`config.mk`:
```
export PLATFORM = sky130hd
export DESIGN_NAME = coord_sequencer
export DESIGN_NICKNAME = d
export VERILOG_FILES = /design/src/rtl/coord_seq_pkg.sv /design/src/rtl/coord_stepper.sv /design/src/rtl/coord_sequencer.sv
export SDC_FILE = /design/constraint.sdc
export NUM_CORES = 1
export LEC_CHECK = 0
export ABC_AREA = 1
export BUFFER_PORTS_ARGS = -buffer_cell sky130_fd_sc_hd__buf_2
export CORE_UTILIZATION = 45
export DETAILED_ROUTE_END_ITERATION = 8
export PLACE_DENSITY = 0.66
export SKIP_LAST_GASP = 1
export SLEW_MARGIN = 20
export SYNTH_ARGS = -nofsm -noshare
export SYNTH_HDL_FRONTEND = slang
export SYNTH_SLANG_ARGS = --single-unit
export TNS_END_PERCENT = 10
```
`constraint.sdc`:
```
create_clock -name clk -period 2.7 [get_ports clk]
set_clock_uncertainty 0.1 [all_clocks]
set_input_delay 0.54 -clock clk [delete_from_list [all_inputs] [get_ports clk]]
set_output_delay 0.54 -clock clk [all_outputs]
set_load 0.02 [all_outputs]
```
`src/rtl/coord_seq_pkg.sv`:
```
// Shared types and widths for the coordinate sequencer and the LED blinker.
package coord_seq_pkg;

   typedef enum logic [1:0] {
      IDLE,
      WAIT,
      GAP
   } coord_seq_state_t;

   localparam int unsigned COORD_W     = 7;
   localparam int unsigned FRAME_CNT_W = 8;
   localparam int unsigned GAP_CNT_W   = 16;

endpackage

```
`src/rtl/coord_stepper.sv`:
```
// Holds the current (col,row) and computes the next/last coordinate.
// Serpentine order is selected with COORD_SEQ_SERPENTINE_EN; raster order otherwise.
module coord_stepper
   import coord_seq_pkg::*;
#(
   parameter int unsigned NCOL = 8,
   parameter int unsigned NROW = 8
) (
   input  logic               clk,
   input  logic               rst_n,
   input  logic               clear,
   input  logic               advance,
   output logic [COORD_W-1:0] col,
   output logic [COORD_W-1:0] row,
   output logic               last
);

   localparam logic [COORD_W-1:0] COL_LAST = COORD_W'(NCOL - 1);
   localparam logic [COORD_W-1:0] ROW_LAST = COORD_W'(NROW - 1);

   logic [COORD_W-1:0] end_col;
   logic [COORD_W-1:0] next_col;
   logic [COORD_W-1:0] next_row;
   logic               at_end;

   always_comb begin
      end_col  = COL_LAST;
      next_col = col;
      next_row = row;
`ifdef COORD_SEQ_SERPENTINE_EN
      // odd rows run right-to-left, so they finish at column 0
      end_col = row[0] ? '0 : COL_LAST;
`endif
      at_end = (col == end_col);
      last   = at_end && (row == ROW_LAST);
      if (at_end) begin
         next_row = row + 1'b1;
`ifdef COORD_SEQ_SERPENTINE_EN
         next_col = next_row[0] ? COL_LAST : '0;
`else
         next_col = '0;
`endif
      end else begin
`ifdef COORD_SEQ_SERPENTINE_EN
         next_col = row[0] ? col - 1'b1 : col + 1'b1;
`else
         next_col = col + 1'b1;
`endif
      end
   end

   always_ff @(posedge clk or negedge rst_n) begin
      if (!rst_n) begin
         col <= '0;
         row <= '0;
      end else if (clear) begin
         col <= '0;
         row <= '0;
      end else if (advance) begin
         col <= next_col;
         row <= next_row;
      end
   end

endmodule

```
`src/rtl/coord_sequencer.sv`:
```
// Walks a NCOL x NROW grid, holding each coordinate for REPEATS frames then a blank gap.
// Optional serpentine scan order: define COORD_SEQ_SERPENTINE_EN.
module coord_sequencer
   import coord_seq_pkg::*;
#(
   parameter int unsigned NCOL       = 8,
   parameter int unsigned NROW       = 8,
   parameter int unsigned REPEATS    = 2,
   parameter int unsigned GAP_CYCLES = 256
) (
   input  logic               clk,
   input  logic               rst_n,
   input  logic               start,
   input  logic               stop,
   input  logic               loop,
   input  logic               frame_done,
   output logic [COORD_W-1:0] col,
   output logic [COORD_W-1:0] row,
   output logic               blank,
   output logic               busy,
   output logic               done
);

   localparam logic [FRAME_CNT_W-1:0] FRAME_LAST = FRAME_CNT_W'(REPEATS - 1);
   localparam logic [GAP_CNT_W-1:0]   GAP_LAST   = (GAP_CYCLES == 0) ? '0 : GAP_CNT_W'(GAP_CYCLES - 1);
   localparam bit                     NO_GAP     = (GAP_CYCLES == 0);

   coord_seq_state_t       state;
   logic [FRAME_CNT_W-1:0] frame_cnt;
   logic [GAP_CNT_W-1:0]   gap_cnt;
   logic                   step;
   logic                   last;
   logic                   clear;
   logic                   advance;

   coord_stepper #(
      .NCOL(NCOL),
      .NROW(NROW)
   ) u_stepper (
      .clk    (clk),
      .rst_n  (rst_n),
      .clear  (clear),
      .advance(advance),
      .col    (col),
      .row    (row),
      .last   (last)
   );

   // step marks the ADVANCE edge; the grid end maps to a clear instead of an increment
   always_comb begin
      step = 1'b0;
      case (state)
         WAIT:    step = NO_GAP && frame_done && (frame_cnt == FRAME_LAST);
         GAP:     step = (gap_cnt == GAP_LAST);
         default: step = 1'b0;
      endcase
      clear   = stop || ((state == IDLE) && start) || (step && last);
      advance = step && !last && !stop;
   end

   always_ff @(posedge clk or negedge rst_n) begin
      if (!rst_n) begin
         state     <= IDLE;
         frame_cnt <= '0;
         gap_cnt   <= '0;
         blank     <= 1'b1;
         busy      <= 1'b0;
         done      <= 1'b0;
      end else begin
         done <= 1'b0;
         if (stop) begin
            state     <= IDLE;
            frame_cnt <= '0;
            gap_cnt   <= '0;
            blank     <= 1'b1;
            busy      <= 1'b0;
         end else begin
            case (state)
               IDLE: begin
                  if (start) begin
                     state     <= WAIT;
                     frame_cnt <= '0;
                     blank     <= 1'b0;
                     busy      <= 1'b1;
                  end
               end
               WAIT: begin
                  if (frame_done) begin
                     if (frame_cnt == FRAME_LAST) begin
                        frame_cnt <= '0;
                        if (!NO_GAP) begin
                           state   <= GAP;
                           gap_cnt <= '0;
                           blank   <= 1'b1;
                        end
                     end else begin
                        frame_cnt <= frame_cnt + 1'b1;
                     end
                  end
               end
               GAP: begin
                  gap_cnt <= gap_cnt + 1'b1;
               end
               default: state <= IDLE;
            endcase
            if (step) begin
               gap_cnt <= '0;
               if (last && !loop) begin
                  state <= IDLE;
                  blank <= 1'b1;
                  busy  <= 1'b0;
                  done  <= 1'b1;
               end else begin
                  state <= WAIT;
                  blank <= 1'b0;
               end
            end
         end
      end
   end

endmodule

```
Yosys cells after proc, flatten, opt, wreduce, memory -nomap -nowiden
Cells that the tools add are included.
{ "op_classes": {"bitwise_logic": 0, "shift": 0, "mux": 38, "n_lt_le_gt_ge": 0, "n_div": 0, "n_reduce_logical": 22, "eq_ne": 12, "n_addsub": 4, "n_mul": 0} }
{ "ops": {"columns": ["operator", "count"], "rows": [
  ["16-bit two-way mux", 4],
  ["7-bit two-way mux", 6],
  ["8-bit two-way mux", 4],
  ["16-bit one-hot mux with 2 select lines", 1],
  ["16-bit by 1-bit adder with 16-bit output (second input constant)", 1],
  ["16-bit by 8-bit == test with 1-bit output (second input constant)", 1],
  ["8-bit one-hot mux with 2 select lines", 1],
  ["1-bit two-way mux", 15],
  ["7-bit by 1-bit adder with 7-bit output (second input constant)", 2],
  ["7-bit by 3-bit == test with 1-bit output (second input constant)", 2],
  ["4-bit != test (second input constant)", 3],
  ["2-bit two-way mux", 5],
  ["3-bit != test (second input constant)", 3],
  ["8-bit by 1-bit adder with 8-bit output (second input constant)", 1],
  ["8-bit by 1-bit == test with 1-bit output (second input constant)", 1],
  ["4-bit AND reduction", 2],
  ["4-bit nonzero test", 2],
  ["1-bit logical AND", 6],
  ["2-bit one-hot mux with 3 select lines", 1],
  ["3-bit AND reduction", 2],
  ["2-bit nonzero test", 2],
  ["1-bit logical NOT", 3],
  ["3-bit nonzero test", 1],
  ["2-bit by 1-bit == test with 1-bit output (second input constant)", 1],
  ["5 further kinds", 6]
]} }
{ "totals": {"romBits": 0, "ram_bits": 0, "latch_bits": 0, "word_cells": 84, "input_bits": 6, "n_memories": 0, "ff_bits": 43, "out_inout_bits": 17} }

Longest topological paths before layout
{ "logic_depth": {"word_depth": 7, "ltp_mapped": 13, "mapped_depth_nobuf": 12} }

By module
From an unflattened synthesis, not the netlist that was laid out.
{ "unflattened": {"hier_cells": 419, "hier_area_um2": 2870.3} }
{ "by_module_without_submodules": {"columns": ["module", "cells_per_inst", "seq_area_each_um2", "n_inst", "area_per_inst_um2"], "rows": [
  ["coord_sequencer", 312, 726.9, 1, 2073.2],
  ["coord_stepper", 107, 350.3, 1, 797.0]
]} }

Least setup slack after synthesis
OpenSTA, ideal clock, no wires.
{ "synth_timing": {"kind": "register to register", "from": "reg state[0]", "to": "reg gap_cnt[8]", "setup_time_ns": 0.117, "slack_ns": 0.826, "path_buffers": 1, "stages_incl_launch_ff": 13, "arrival_ns": 1.657, "t_required_ns": 2.483, "synth_period_minus_slack_ns": 1.874, "cell_sequence": "dfrtp_1 -> inv_1 -> ha_1 -> inv_2 -> nor2_2 -> nand3_2 -> nor2_4 -> nand2_4 -> nand2_4 -> nand3_2 -> buf_2 -> nand2_1 -> nand2_1"} }
{ "synth_between": {"elab_chain_len": 4, "elab_cells_between_ends": 10, "cone_classes": "eq/ne: 4; mux: 4; reduce/logical: 2"} }
{ "synth_lines": {"columns": ["element", "line", "text"], "rows": [
  ["from (decl)", "coord_sequencer.sv:28", "coord_seq_state_t state;"],
  ["from (signal assigned)", "coord_sequencer.sv:63", "state <= IDLE;"],
  ["from (signal assigned)", "coord_sequencer.sv:72", "state <= IDLE;"],
  ["from (signal assigned)", "coord_sequencer.sv:81", "state <= WAIT;"],
  ["2-bit == test / 2-bit by 1-bit == test with 1-bit output (equally long branches)", "coord_sequencer.sv:52, coord_sequencer.sv:78", null],
  ["1-bit two-way mux / 16-bit one-hot mux with 2 select lines (equally long branches)", "coord_sequencer.sv:52, coord_sequencer.sv:78", null],
  ["4-bit != test (no line) (tied with other cells)", null, null],
  ["3-bit AND reduction (no line) / 16-bit two-way mux (equally long branches)", null, null],
  ["to (signal assigned)", "coord_sequencer.sv:102", "gap_cnt <= gap_cnt + 1'b1;"],
  ["to (decl)", "coord_sequencer.sv:30", "logic [GAP_CNT_W-1:0] gap_cnt;"]
]} }
Parallel ways exist; a longest one is shown, timed or not.
A chain may end at the register's enable or synchronous reset.

Worst setup path after layout
{ "layout_timing": {"from": "reg state[0]", "to": "reg gap_cnt[1]"} }
Same word-level chain as after synthesis.

==> results.sh <==
export IMPL_status="completed"
export IMPL_cap_viol_max_count=0
export IMPL_viasPerCell=5.01
export IMPL_gr_usage_all_layers_pct=20.7
export IMPL_relSlewSlack_pct=69.4
export IMPL_powerDensity_nw_per_um2=645
export IMPL_clk_pin_slew_worst_paths_ns=0.09
export IMPL_yosysSeqAreaShare_pct=37.4
export IMPL_routabilityCongestion=0.862
export IMPL_path_delay_family="simple AND/OR/NAND/NOR gates"
export IMPL_wl_per_cell_um=12.0
export IMPL_required_ns=2.80
export IMPL_synth_area_top_cells="dfrtp_1 (36%), nand2_1 (18%), nor2_1 (8.7%)"
export IMPL_yosys_area_top_type_share_pct=36.4
export IMPL_synth_top_flop_cell="dfrtp_1"
export IMPL_slew_violations=0
export IMPL_hold_viol_final=0
export IMPL_syn_inst=425
export IMPL_grt_pass1_vias=2389
export IMPL_start_util_pct=47.6
export IMPL_vdd_drop_max_uv=457
export IMPL_dieArea_um2=6730
export IMPL_grt_max_degree=26
export IMPL_ant_nets=0
export IMPL_cts_resized_gates=0
export IMPL_synth_area_per_cell_um2=6.79
export IMPL_slowest_stage="dfrtp_1"
export IMPL_dp_cells=516
export IMPL_p_leak_nw=1.66
export IMPL_antenna_found_initial=0
export IMPL_synth_edff_count=0
export IMPL_insertion_delay_ns=0.30
export IMPL_rows=28
export IMPL_grt_overflow=0
export IMPL_postCtsSetupBuffers=0
export IMPL_cts_root_buffer="clkbuf_8"
export IMPL_io_pins=23
export IMPL_yosys_top_cells_count="nand2_1 (139), nor2_1 (67), dfrtp_1 (42), inv_1 (42), nand3_1 (42)"
export IMPL_synth_seq_cells=43
export IMPL_end_kind="register"
export IMPL_setup_violations_final=0
export IMPL_totalWireLength_um=6280
export IMPL_fin_crit_sh_pct=80.7
export IMPL_die_w_um=82.1
export IMPL_num_antenna_cells=0
export IMPL_hp_class="input pin to async pin"
export IMPL_fmax_ghz=0.459
export IMPL_tns_ns=0
export IMPL_synth_distinct_cells=33
export IMPL_firstDrtPassIters=4
export IMPL_cp_max_fo=16
export IMPL_grt_setup_unrepaired="false"
export IMPL_place_hpwl_um=4550
export IMPL_crit_chain="inv_1 -> ha_1 -> inv_2 -> nor2_2 -> nand3_2 -> nor2_4 -> nand2_4 -> nand2_4 -> nand3_2 -> nand2_1 -> nand2_1"
export IMPL_drc=0
export IMPL_async_flop_share_pct=100
export IMPL_yosysTopAreaCell="dfrtp_1"
export IMPL_startpoint_type="register"
export IMPL_path_depth=11
export IMPL_layout_drive_gt1_share_pct=11.4
export IMPL_r2r_cells=11
export IMPL_cts_sinks=43
export IMPL_ctsHoldBuffers=0
export IMPL_cts_path_max_buffers=2
export IMPL_cts_tree="done"
export IMPL_synth_most_common_cell="nand2_1"
export IMPL_grt_pass1_wl_um=10700
export IMPL_crit_type="register to register"
export IMPL_die_h_um=82.1
export IMPL_yosysWarnings=0
export IMPL_cts_buffers=5
export IMPL_core_area_um2=6060
export IMPL_rrSetupSlack_ns=0.52
export IMPL_via_count=2627
export IMPL_netlist_area_um2=2880
export IMPL_port_buffer_count=22
export IMPL_worstPathArrival_ns=2.27
export IMPL_min_period_ns=2.18
export IMPL_drtIter0Drc=109
export IMPL_max_stage_delay_ns=0.42
export IMPL_tightest_slew_ns=0.458
export IMPL_stdcell_count=524
export IMPL_path_buf_inv=2
export IMPL_synth_nets=440
export IMPL_htreeDepth=2
export IMPL_synthToLayoutAreaGrowth_pct=10.0
export IMPL_layout_nets=463
[cells in the final DEF (no fill, tap or decap), drive strengths merged]
cell,synthesis,layout
o22ai,1,1
buf,8,25
nand2,145,145
xnor2,2,2
nor3,8,8
nand3,44,44
nand3b,5,5
bufinv,0,1
and2,1,1
nor3b,2,2
clkbuf,1,5
o21bai,2,2
dfstp,1,1
xor2,6,6
and3,1,1
a21boi,1,1
nor2,72,72
nand4,9,9
dfrtp,42,42
ha,9,9
clkinv,0,2
or2,1,1
a21oi,4,4
inv,45,45
a22oi,1,1
o21ai,14,14
[power by group]
group	switching (mW)	leakage (nW)	internal, mW
clock network	0.241	0.0581	0.276
logic	0.516	1.01	0.236
registers	0.0648	0.591	0.714
total	0.821	1.66	1.23
[routing by layer]
layer	vias up	wire length (um)	global-route usage, %
li1	1389	-	-
met1	1179	3200	27.5
met2	51	2760	34.0
met3	8	232	3.67
met4	0	87	5.96
met5	-	0	0
[area by class of cell]
class                           count  area (um2)
Clock buffer                        5        68.8
Clock inverter                      3        43.8
Fill cell                         619        2890
Inverter                           45         169
Multi-Input combinational cell    328        1590
Sequential cell                    43        1080
Tap cell                           75        93.8
Timing Repair Buffer               25         133
[worst paths after layout]
check                      startpoint          endpoint
max                          state[0]        gap_cnt[1]
min                             rst_n  u_stepper.row[2]
max reg2reg                  state[0]        gap_cnt[1]
min reg2reg                     blank             blank
max in group asynchronous       rst_n      frame_cnt[2]
min in group clk                blank             blank
[kinds of logic (layout without fill, tap and decap cells)]
family          after synthesis  in the layout  synth area share [%]
fa+ha+maj                     9              9                  3.90
simple gates                288            288                  44.3
buf+inv                      54             78                  7.59
compound gates               23             23                  4.38
xor+xnor                      8              8                  2.43
flops                        43             43                  37.4
[state kept, by name (all words and copies together) (netlist names)]
signal	flops
blank	1
busy	1
done	1
frame_cnt	8
gap_cnt	16
state	2
u_stepper.col	7
u_stepper.row	7
[per-stage QoR]
step	power [mW]	instance area (um2)	util, %	setup WS (ns)	hold slack [ns]
after floorplan	1.37	2880	-	0.826	0.144
after global placement	1.53	3060	50.5	0.543	0.360
after detailed placement	1.55	3060	50.5	0.507	0.358
after CTS	2.08	3170	52.4	0.488	0.0756
after global routing	2.20	3170	52.4	0.297	0.0985
final	2.05	3170	52.4	0.522	0.0653
Power figures use the tool's default switching activity.
